**src/rtl/brightness_filter_pkg.sv**
```systemverilog
// -----------------------------------------------------------------------------
// brightness_filter_pkg
//   Shared defaults and helpers for the brightness filter.
//   - BITS_DEFAULT    : default pixel / brightness width
//   - MAX_BPM_DEFAULT : BPM value that maps to full-scale brightness
//   - bpm_width()     : width of the BPM_estimate port for a given MAX_BPM
// -----------------------------------------------------------------------------
package brightness_filter_pkg;

  localparam int BITS_DEFAULT    = 8;
  localparam int MAX_BPM_DEFAULT = 200;

  // Enough bits to carry every value 0..max_bpm.
  function automatic int bpm_width(input int max_bpm);
    return $clog2(max_bpm + 1);
  endfunction

endpackage : brightness_filter_pkg

```
**src/rtl/brightness_filter_bpm_to_brightness.sv**
```systemverilog
// -----------------------------------------------------------------------------
// bpm_to_brightness
//   Purely combinational map from a heart-rate estimate to a brightness
//   offset: floor(min(bpm, MAX_BPM) * (2^BITS - 1) / MAX_BPM).
//   The divisor is a constant, so the divide reduces to fixed logic.
//
// Ports
//   bpm        in  [bpm_width(MAX_BPM)-1:0]  heart-rate estimate
//   brightness out [BITS-1:0]                mapped brightness offset
// -----------------------------------------------------------------------------
module bpm_to_brightness
  import brightness_filter_pkg::*;
#(
  parameter int BITS    = BITS_DEFAULT,
  parameter int MAX_BPM = MAX_BPM_DEFAULT
) (
  input  logic [bpm_width(MAX_BPM)-1:0] bpm,
  output logic [BITS-1:0]               brightness
);

  localparam int BPM_W  = bpm_width(MAX_BPM);
  // Product of a clamped BPM and a BITS-wide full scale never exceeds this.
  localparam int PROD_W = BPM_W + BITS;

  localparam logic [PROD_W-1:0] FULL_SCALE = PROD_W'((1 << BITS) - 1);
  localparam logic [PROD_W-1:0] DIVISOR    = PROD_W'(MAX_BPM);

  logic [BPM_W-1:0]  bpm_clamped;
  logic [PROD_W-1:0] product;

  always_comb begin
    bpm_clamped = bpm;
    // Anything above MAX_BPM pins at full scale.
    if (bpm > BPM_W'(MAX_BPM)) begin
      bpm_clamped = BPM_W'(MAX_BPM);
    end
    product    = PROD_W'(bpm_clamped) * FULL_SCALE;
    // The quotient is at most 2^BITS - 1, so truncation loses nothing.
    brightness = BITS'(product / DIVISOR);
  end

endmodule : bpm_to_brightness

```
**src/rtl/brightness_filter.sv**
```systemverilog
// -----------------------------------------------------------------------------
// brightness_filter
//   Adds a heart-rate-derived brightness offset to a pixel stream through a
//   single output register stage with valid/ready flow control.
//
// Ports
//   clk           in   single clock, all logic on posedge
//   reset         in   synchronous, active-high reset
//   pix_in        in   [BITS-1:0] upstream pixel
//   valid_in      in   pix_in valid
//   output_ready  out  block can accept pix_in this cycle
//   module_ready  in   downstream can accept pix_out this cycle
//   filter_enable in   1 = add brightness, 0 = pass pixel through unchanged
//   BPM_estimate  in   [bpm_width(MAX_BPM)-1:0] heart-rate estimate
//   pix_out       out  [BITS-1:0] processed pixel
//   valid_out     out  pix_out valid
//   brightness    out  [BITS-1:0] registered brightness offset
//
// Configuration
//   BRIGHTNESS_FILTER_SATURATE_EN defined   : pix_in + brightness clips at
//                                             2^BITS - 1.
//   BRIGHTNESS_FILTER_SATURATE_EN undefined : sum wraps modulo 2^BITS.
//
// Handshake: a transfer happens on a posedge where valid and ready are both
// high. Upstream: valid_in/output_ready; downstream: valid_out/module_ready.
// Once valid_out is high, pix_out and valid_out hold until module_ready is
// seen high. output_ready depends combinationally on module_ready so the
// single stage can stream one pixel per clock.
// -----------------------------------------------------------------------------
module brightness_filter
  import brightness_filter_pkg::*;
#(
  parameter int BITS    = BITS_DEFAULT,
  parameter int MAX_BPM = MAX_BPM_DEFAULT
) (
  input  logic                          clk,
  input  logic                          reset,
  input  logic [BITS-1:0]               pix_in,
  input  logic                          valid_in,
  output logic                          output_ready,
  input  logic                          module_ready,
  input  logic                          filter_enable,
  input  logic [bpm_width(MAX_BPM)-1:0] BPM_estimate,
  output logic [BITS-1:0]               pix_out,
  output logic                          valid_out,
  output logic [BITS-1:0]               brightness
);

  logic [BITS-1:0] bright_map;

  logic [BITS-1:0] brightness_d, brightness_q;
  logic [BITS-1:0] pix_out_d,    pix_out_q;
  logic            valid_out_d,  valid_out_q;

  logic            accept;
  logic [BITS-1:0] filtered;

  bpm_to_brightness #(
    .BITS    (BITS),
    .MAX_BPM (MAX_BPM)
  ) u_bpm_to_brightness (
    .bpm        (BPM_estimate),
    .brightness (bright_map)
  );

  // Ready when the stage is empty or its content leaves this cycle; never
  // while reset is high so nothing is taken in during reset.
  assign output_ready = ~reset & (module_ready | ~valid_out_q);
  assign accept       = valid_in & output_ready;

`ifdef BRIGHTNESS_FILTER_SATURATE_EN
  logic [BITS:0] sum;

  always_comb begin
    sum      = {1'b0, pix_in} + {1'b0, brightness_q};
    filtered = sum[BITS] ? {BITS{1'b1}} : sum[BITS-1:0];
  end
`else
  always_comb begin
    filtered = pix_in + brightness_q;
  end
`endif

  always_comb begin
    brightness_d = bright_map;
    pix_out_d    = pix_out_q;
    valid_out_d  = valid_out_q;

    if (accept) begin
      // Enable and brightness are both taken from the acceptance cycle.
      pix_out_d   = filter_enable ? filtered : pix_in;
      valid_out_d = 1'b1;
    end else if (module_ready) begin
      valid_out_d = 1'b0;
    end
  end

  always_ff @(posedge clk) begin
    if (reset) begin
      brightness_q <= '0;
      pix_out_q    <= '0;
      valid_out_q  <= 1'b0;
    end else begin
      brightness_q <= brightness_d;
      pix_out_q    <= pix_out_d;
      valid_out_q  <= valid_out_d;
    end
  end

  assign pix_out    = pix_out_q;
  assign valid_out  = valid_out_q;
  assign brightness = brightness_q;

endmodule : brightness_filter

```
**config.mk**
```make
export PLATFORM = sky130hd
export DESIGN_NAME = brightness_filter
export DESIGN_NICKNAME = d
export VERILOG_FILES = /design/src/rtl/brightness_filter_pkg.sv /design/src/rtl/brightness_filter_bpm_to_brightness.sv /design/src/rtl/brightness_filter.sv
export SDC_FILE = /design/constraint.sdc
export NUM_CORES = 1
export LEC_CHECK = 0
export BUFFER_PORTS_ARGS = -buffer_cell sky130_fd_sc_hd__buf_2
export CELL_PAD_IN_SITES_DETAIL_PLACEMENT = 0
export CELL_PAD_IN_SITES_GLOBAL_PLACEMENT = 2
export CORE_MARGIN = 3
export CORE_UTILIZATION = 34
export DETAILED_ROUTE_END_ITERATION = 12
export PLACE_DENSITY = 0.9
export SLEW_MARGIN = 10
export SYNTH_ARGS = -nofsm -noshare
export SYNTH_HDL_FRONTEND = slang
export SYNTH_HIERARCHICAL = 1
export SYNTH_SLANG_ARGS = --single-unit
```
**constraint.sdc**
```tcl
create_clock -name clk -period 11.49 [get_ports clk]
set_clock_uncertainty 0.2 [all_clocks]
set_input_delay 2.298 -clock clk [delete_from_list [all_inputs] [get_ports clk]]
set_output_delay 2.298 -clock clk [all_outputs]
set_load 0.01 [all_outputs]
```
==> impl_results.md <==
- Worst slack, placed: -0.0697 ns
- Buf/Inv on CP: 7
- DR pass1 iterations: 5
- Yosys reg bits: 17
- First-pass GRT wire length: 21700 um
- Residual DRC count: 0
- Post-DP HPWL: 10700 um
- Fin cells: 856
- Share of layout cells above drive strength 1: 29.1%
- Layout area overhead: 26.4%
- Mapped Cells: 597
- RD Place Congestion: 0.946
- Yosys cell types: 90
- Minimum clock period: 11.19 ns
- Detail Route Antenna Nets: 0
- Critical path fanouts, max: 7
- Hold_sp: pix_out[2]
- Crit path capture type: flip-flop
- Pin count of the biggest net entering global routing: 21
- DR top layer: met4
- Hold Crit Class: reg -> reg
- Vias post-DR: 4842
- Hold Violations, Final: 0
- Clock transition at the registers of the reported paths: 0.06 ns
- Hold Buf Count CTS: 0
- Fin crit share: 97.4%
- Utilization after layout: 44.5%
- Met2 routed WL: 6530 um
- Crit path max-delay family: compound AO/OA/AOI/OAI gates
- Die width: 124 um
- Root buf cell: clkbuf_16
- Area share of the largest cell type after synthesis: 11.9%
- Ys Warns: 6
- WP data required: 11.41 ns
- Max Cap Viol: 0
- Mean Syn Cell Area: 7.94 sq um
- Fmax achieved: 89.4 MHz
- Detailed router's first-iteration violation count: 274
- Most common cell after layout, fill and taps aside: inv_1
- Initial core utilization: 35.2%
- Top_reg_cell synth: dfxtp_1
- Initial antenna violation count: 0
- Worst r2r src: brightness[0]
- Final Max Tran Viols: 0
- TritonCTS Buffers: 3
- Placed cells: 841
- Chip height: 124 um
- Slowest CP cell: or4b_4
- Clock latency on the worst-skew pair: 0.25 ns
- Met3 wire length: 490 um
- Clock sinks: 17
- FF-to-FF path depth: 8
- Outcome: finished, final reports clean
- Syn_nets: 691
- # nets final: 775
- N_diodes: 0
- Crit path depth: 36
- CTS tree: yes
- Slew HR: 36.9%
- Row cnt: 42
- Flop2flop setup slack: 9.46 ns
- Least-Margin Pin Slew: 0.943 ns
- Vias/cell: 5.66
- Hold WS: 0.277 ns
- Vias in the first global route: 4635
- Crit path launch type: input port
- Post-synth ARST share: 0%
- R2R Path End: pix_out[4]
- Hold endpoint: pix_out[2]
- Top Ports: 39
- Hold Path Cell Cnt: 2
- Wire length per cell: 15.6 um
- Post-Syn Area: 4740 sq um
- Post-synthesis sequential area ratio: 7.18%
- DRT met1 WL: 6150 um
- Setup CP Type: in -> reg
- PortBufs: 38
- Die area: 15400 sq um
- Post-synth EDFFs: 0
- Final worst setup slack: 0.303 ns
- CP peak stage delay: 0.56 ns
- Arrival @ worst endpoint: 11.11 ns
- Main area contributors after synthesis: ha_1, fa_1, dfxtp_1, inv_1, xnor2_1
- Total global routing track utilization: 16.7%
- Routed wire length: 13300 um
- Synth area leader: ha_1
- H-Tree Depth: 1
- Most frequent cells in the layout: inv_1, buf_4, nand2_1
- Clk buf depth: 2
- Setup violations, final: 0
- CORE AREA: 13500 sq um
- Overflow after GRT: 0
==> per-layer routing <==
layer	vias to the layer above	GRT usage [%]
met5	-	0
met4	0	2.94
met2	134	28.2
li1	2378	-
met1	2314	23.5
met3	16	1.41
==> synth_stat cells (all sizes together) (5+ instances only) <==
master / instances
inv: 66
ha: 45
nor2: 44
nand2: 43
a21oi: 33
o21ai: 30
fa: 28
xnor2: 20
a211oi: 19
dfxtp: 17
nor2b: 14
nor3: 14
o211ai: 14
a21o: 13
nand3: 13
clkbuf: 11
a31oi: 10
or3: 10
xor2: 10
buf: 9
and2: 8
mux2i: 8
nand2b: 8
a311oi: 7
nor4: 6
a211o: 5
and3: 5
o211a: 5
==> cell families after synthesis <==
| kind of cell | count (synthesis) | synth area share [%] |
|---|---|---|
| compound gates | 196 | 33.4 |
| xor+xnor | 30 | 5.94 |
| fa+ha+maj | 73 | 23.7 |
| flops | 17 | 7.18 |
| buf+inv | 86 | 7.05 |
| mux | 11 | 2.56 |
| simple gates | 184 | 20.1 |
==> repair_timing <==
| action | 4_1_cts | 5_1_grt |
|---|---|---|
| setup buffers | 0 | 11 |
| setup endpoints to repair | 0 | 2 |
| resized for setup | 0 | 74 |
==> through the flow <==
stage                     cell area [sq um]  TNS, ns
after global placement                 5440  -0.0731
after global routing                   5990  -0.0404
after CTS                              5520        0
after floorplan                        4740        0
final                                  5990        0
after detailed placement               5440  -0.0697
==> cell type report <==
class | count | area, sq um
tap | 176 | 220
timing repair buffer | 99 | 663
clock buffer | 3 | 75.1
fill | 1382 | 7460
inverter | 66 | 248
sequential | 17 | 340
clock inverter | 1 | 5.00
multi-input combinational | 494 | 4440
==> flip-flops by register name, indices dropped and copies added, names as in the netlist <==
| register | cells |
|---|---|
| brightness | 8 |
| valid_out | 1 |
| pix_out | 8 |
==> worst max path at each step <==
stage | to | slack, ns | from
final | brightness[0] | 0.30 | BPM_estimate[2]
after CTS | brightness[0] | 0.16 | BPM_estimate[2]
after global placement | brightness[0] | -0.07 | BPM_estimate[2]
after floorplan | brightness[0] | 0.03 | BPM_estimate[2]
after detailed placement | brightness[0] | -0.07 | BPM_estimate[2]
after global routing | brightness[0] | -0.04 | BPM_estimate[2]
==> worst register-to-register path, stage by stage (launching register included) <==
cell and delay (ns):
dfxtp_1 0.34, ha_1 0.23, inv_1 0.07, fa_1 0.41
nor2b_1 0.14, o21a_1 0.17, o21ai_0 0.09, a31oi_1 0.17
a21oi_1 0.08
Power is left out: the tool's default activity adds up to more than one toggle a clock period on the data nets, which glitch-free logic cannot reach.
